$ cat config.mk
export PLATFORM = sky130hd
export DESIGN_NAME = pc_fetch
export DESIGN_NICKNAME = d
export VERILOG_FILES = /design/src/rtl/pc_fetch.sv
export SDC_FILE = /design/constraint.sdc
export NUM_CORES = 1
export LEC_CHECK = 0
export ABC_AREA = 1
export CORE_MARGIN = 10
export CORE_UTILIZATION = 25
export CTS_BUF_LIST = sky130_fd_sc_hd__clkbuf_4 sky130_fd_sc_hd__clkbuf_8 sky130_fd_sc_hd__clkbuf_16
export DETAILED_ROUTE_END_ITERATION = 8
export PLACE_DENSITY = 0.51
export SYNTH_ARGS = -nofsm -noshare
export SYNTH_HDL_FRONTEND = slang
export SYNTH_SLANG_ARGS = --single-unit
$ cat constraint.sdc
create_clock -name clk -period 6.1 [get_ports clk]
set_clock_uncertainty 0.15 [all_clocks]
set_input_delay 1.22 -clock clk [delete_from_list [all_inputs] [get_ports clk]]
set_output_delay 1.22 -clock clk [all_outputs]
set_load 0.05 [all_outputs]
$ cat src/rtl/pc_fetch.sv
// pc_fetch: architectural PC register, next-PC select and instruction fetch over a req/gnt/rvalid handshake.
// Latency: at least 2 cycles per instruction (REQ with gnt+rvalid together, then EXEC with instr_done).
// Backpressure: imem_req is held in REQ until imem_gnt; the instruction is held in EXEC until instr_done.
//
// Ports:
//   clk, rst_n             clock, asynchronous active-low reset
//   PCSrc, imm, rs1        next-PC select and operands, sampled only when instr_done = 1
//   instr_done             retirement pulse for the instruction being presented
//   imem_req/addr          fetch request and address (address always equals pc)
//   imem_gnt/rvalid/rdata  memory grant, response valid and fetched word
//   instr, instr_valid     instruction presented to decode
//   pc, pc_plus4           current PC and its link value
//   misaligned, trap_pc    sticky misaligned-target flag and the offending target
//   instret                retired-instruction counter
module pc_fetch #(
  parameter int           N        = 32,
  parameter logic [N-1:0] RESET_PC = '0
) (
  input  logic         clk,
  input  logic         rst_n,
  input  logic [1:0]   PCSrc,
  input  logic [N-1:0] imm,
  input  logic [N-1:0] rs1,
  input  logic         instr_done,
  output logic         imem_req,
  output logic [N-1:0] imem_addr,
  input  logic         imem_gnt,
  input  logic         imem_rvalid,
  input  logic [N-1:0] imem_rdata,
  output logic [N-1:0] instr,
  output logic         instr_valid,
  output logic [N-1:0] pc,
  output logic [N-1:0] pc_plus4,
  output logic         misaligned,
  output logic [N-1:0] trap_pc,
  output logic [N-1:0] instret
);

  typedef enum logic [1:0] {
    S_REQ  = 2'd0,
    S_WAIT = 2'd1,
    S_EXEC = 2'd2,
    S_TRAP = 2'd3
  } state_t;

  state_t       r_state;
  state_t       w_state_nxt;
  // Clear during reset and set on the first edge after release, so imem_req
  // stays low while rst_n is asserted even though the reset state is REQ.
  logic         r_run;
  logic [N-1:0] r_pc;
  logic [N-1:0] r_instr;
  logic         r_misaligned;
  logic [N-1:0] r_trap_pc;
  logic [N-1:0] r_instret;

  logic         w_capture;
  logic         w_retire;
  logic         w_trap;
  logic [N-1:0] w_pc_plus4;
  logic [N-1:0] w_jalr_sum;
  logic [N-1:0] w_target;

  // Next-PC target; all sums wrap modulo 2^N. PCSrc 11 falls into pc+4.
  always_comb begin
    w_pc_plus4 = r_pc + N'(4);
    w_jalr_sum = rs1 + imm;
    case (PCSrc)
      2'b01:   w_target = r_pc + imm;
      2'b10:   w_target = {w_jalr_sum[N-1:1], 1'b0};
      default: w_target = w_pc_plus4;
    endcase
  end

  always_comb begin
    w_state_nxt = r_state;
    imem_req    = 1'b0;
    instr_valid = 1'b0;
    w_capture   = 1'b0;
    w_retire    = 1'b0;
    w_trap      = 1'b0;
    case (r_state)
      S_REQ: begin
        // rvalid without gnt here belongs to an abandoned fetch and is dropped.
        if (r_run) begin
          imem_req = 1'b1;
          if (imem_gnt) begin
            if (imem_rvalid) begin
              w_capture   = 1'b1;
              w_state_nxt = S_EXEC;
            end else begin
              w_state_nxt = S_WAIT;
            end
          end
        end
      end
      S_WAIT: begin
        if (imem_rvalid) begin
          w_capture   = 1'b1;
          w_state_nxt = S_EXEC;
        end
      end
      S_EXEC: begin
        instr_valid = 1'b1;
        if (instr_done) begin
          w_retire = 1'b1;
          // Only bit 1 is checked: bit 0 is cleared for JALR and tolerated otherwise.
          if (w_target[1]) begin
            w_trap      = 1'b1;
            w_state_nxt = S_TRAP;
          end else begin
            w_state_nxt = S_REQ;
          end
        end
      end
      S_TRAP: begin
        w_state_nxt = S_TRAP;
      end
      default: begin
        w_state_nxt = S_REQ;
      end
    endcase
  end

  always_ff @(posedge clk or negedge rst_n) begin
    if (!rst_n) begin
      r_state      <= S_REQ;
      r_run        <= 1'b0;
      r_pc         <= RESET_PC;
      r_instr      <= '0;
      r_misaligned <= 1'b0;
      r_trap_pc    <= '0;
      r_instret    <= '0;
    end else begin
      r_state <= w_state_nxt;
      r_run   <= 1'b1;
      if (w_capture) begin
        r_instr <= imem_rdata;
      end
      if (w_retire) begin
        r_instret <= r_instret + N'(1);
        if (w_trap) begin
          r_misaligned <= 1'b1;
          r_trap_pc    <= w_target;
        end else begin
          r_pc <= w_target;
        end
      end
    end
  end

  assign imem_addr  = r_pc;
  assign instr      = r_instr;
  assign pc         = r_pc;
  assign pc_plus4   = w_pc_plus4;
  assign misaligned = r_misaligned;
  assign trap_pc    = r_trap_pc;
  assign instret    = r_instret;

endmodule

==> results.cfg <==
[cts]
insertion_delay_ns = 0.43
cts_htree_levels = 4
cts_root_buffer = clkbuf_16
clkTransAtPathRegs_ns = 0.06
cts_tree = built
ctsHoldBuffers = 0
clock-sinks = 132
post-cts-setup-buffer-count = 0
cts_buffer_depth = 2
cts_resized = 0
numCtsBuffers = 17

[timing]
fin_setup_tns_ns = 0
max_freq_mhz = 196
fin_crit_sh_pct = 83.4
grt_setup_unrepaired = false
finalSetupViolCount = 0
final_hold_viol_count = 0
slew_violations = 0
relSlewSlack_pct = 45.3
max_slew.worst_pin.slew_ns = 0.820
fin_crit_ns = 5.09

[synthesis]
yosysTopAreaCell = dfrtp_1
syn_inst = 1817
yosysUniqueCellTypes = 47
synth_nets = 1987
async_reset_ff_share_pct = 100
synth_top_area_share_pct = 28.4
synth_edf_count = 0
syn_avg_cell_area_um2 = 6.40
synth_fa_ha_area_share_pct = 7.34
yosysWarnings = 0
synth_top_family_by_area = simple AND/OR/NAND/NOR gates
syn_area_um2 = 11600
synth_ff_type = dfrtp_1
yosysSeqAreaShare_pct = 28.4
synth-xor-area-share_pct = 3.54
yosys.area_share.simple_pct = 39.8
synthMuxAreaShare_pct = 3.10
synthTopCellsByArea = dfrtp_1 (28%), nand2_1 (21%), inv_1 (8.6%)
synth-compound-area-share_pct = 5.92
synth_seq_cells = 132

[finish]
post-route-util_pct = 34.2
diodes = 0
layout_commonest_cell = nand2_1
fillCellCount = 5038
syn2layout_area_growth_pct = 34.3
drive_gt1_share_pct = 5.45
seq_area_um2 = 3300
layout_common_cells = nand2_1 (663), clkdlybuf4s50_1 (296), inv_1 (266)
fin_nets = 2248
multi_input_area_um2 = 6940
layout.cells.non_filler = 2690

[routing]
wirelength_um = 51400
wl_per_cell_um = 19.1
drt_iter0_markers = 1036
drtAntennaViolNets = 0
dr.pass1.iters = 6
drt-vias-per-instance = 4.62
drc_errors = 0
num_vias = 12420

[floorplanning]
floorplan.die_area_um2 = 55500
start_util_pct = 25.4
rows = 78
fp.dieW_um = 236
die_h_um = 236
num_io_pins = 298
coreArea_um2 = 45700

[critical_path]
worst_path_max_delay_cell = clkdlybuf4s50_1
cp.arrival_ns = 3.72
crit_required_ns = 4.73
critPathKind = register to output port
cp_max_fo = 8
rr_startpoint = imem_addr[7]
worstSetupEndpointType = output port
r2r_cells = 11
slowest_delay_ns = 0.86
crit_chain = nand2_1, nor2_1, nand2_1, nor2_2, nand2_1, nor2_2, nand2_1, xor2_1, inv_1, clkdlybuf4s50_1
crit_top_cell = nand2_1
r2r_setup_slack_ns = 3.13
start_kind = register
worstReg2RegEnd = imem_addr[17]

[grt]
grt_pass1_vias = 12039
overflow = 0
antenna_found_initial = 0
grt_usage_pct = 18.1
grt_max_degree = 80
grt_pass1_wl_um = 77100

[run]
drv_cap = 0

[place]
gp_congestion = 0.949
hpwlAfterDp_um = 42700
placed_cells = 2659
portBuffers = 297

[hold_path]
hp-class = register to register
hold_path_depth = 1
hold_end = instret[31]
hold_start = instret[31]

[pwr]
pwr_density_cell_nw_per_um2 = 497
vdd_drop_max_uv = 375
leakage_nw = 7.84

[run_status]
status = complete, no violations
-- worst max-delay path: cells and delay by family (launching register included) --
family / cells / cell delay, ns
AND/OR/NAND/NOR: 7 / 1.50
XOR/XNOR: 1 / 0.19
buffers and inverters: 2 / 0.94
flip-flops: 1 / 0.66
-- area by class of cell --
class                      count  area share [%]
multi-input combinational   1354            44.5
sequential                   132            21.2
timing repair buffer         304            19.4
inverter                     269            6.47
tap                          600            4.81
clock buffer                  19            2.86
clock inverter                12           0.842
-- registers in the layout, summed over array words and instances, names as in the netlist --
signal / flops
instr: 32
misaligned: 1
r_state: 2
instret: 32
r_run: 1
imem_addr: 32
trap_pc: 32
-- synthesized netlist by cell type, drive strengths merged (2+ instances only) --
master and instances:
inv 269, xnor2 16, a21boi 10, nand2 665
o21ai 51, o21bai 6, nand3b 10, nor3 32
fa 2, buf 49, nand4 20, nor2 128
mux2 32, and2 2, ha 65, or2 23
a21oi 47, clkbuf 13, nand3 190, dfrtp 132
and3 3, nor4 8, o211ai 4, xor2 31
-- routing by layer --
layer	vias to the layer above	part of all wire, %	GRT usage (%)	wire length (um)
met5	-	0	0	0
met4	0	1.8	4.14	912
met2	429	46	30.0	23900
met3	44	7.7	4.58	3990
li1	6251	-	-	-
met1	5696	44	23.0	22600
-- logic make-up (layout without fill, tap and decap cells) --
group,count (synthesis),after routing
fa+ha+maj,67,67
xor+xnor,47,47
other cells,1,1
simple gates,1083,1083
mux,32,32
compound gates,124,124
buf+inv,331,604
flops,132,132
-- worst max path at each step --
stage / start / endpoint / slack, ns / depth (start not counted)
CTS: imem_addr[7] / pc_plus4[17] / 1.03 / 10
global route: imem_addr[7] / pc_plus4[13] / 0.81 / 8
global placement: imem_addr[7] / pc_plus4[17] / 1.40 / 10
detailed placement: imem_addr[7] / pc_plus4[17] / 1.51 / 10
floorplan: imem_addr[2] / pc_plus4[18] / 2.22 / 7
finish: imem_addr[7] / pc_plus4[17] / 1.01 / 10
-- power by group --
part           switching [mW]  internal (mW)  leakage [nW]  total, mW
clock network           0.406          0.616         0.287       1.02
registers               0.420           1.19          1.66       1.61
logic                    3.55           1.57          5.89       5.12
total                    4.38           3.37          7.84       7.75
-- per-stage QoR --
stage / area (um^2) / hold WS, ns / worst slack, ns / total power, mW
5_1_grt: 15600 / 0.338 / 0.814 / 8.24
2_1_floorplan: 11600 / 0.419 / 2.22 / 4.90
4_1_cts: 15600 / 0.324 / 1.03 / 7.82
3_3_place_gp: 15000 / 0.308 / 1.40 / 6.75
6_report: 15600 / 0.319 / 1.01 / 7.75
3_5_place_dp: 15000 / 0.302 / 1.51 / 6.75
No activity file was read; power rests on OpenSTA's default activity.
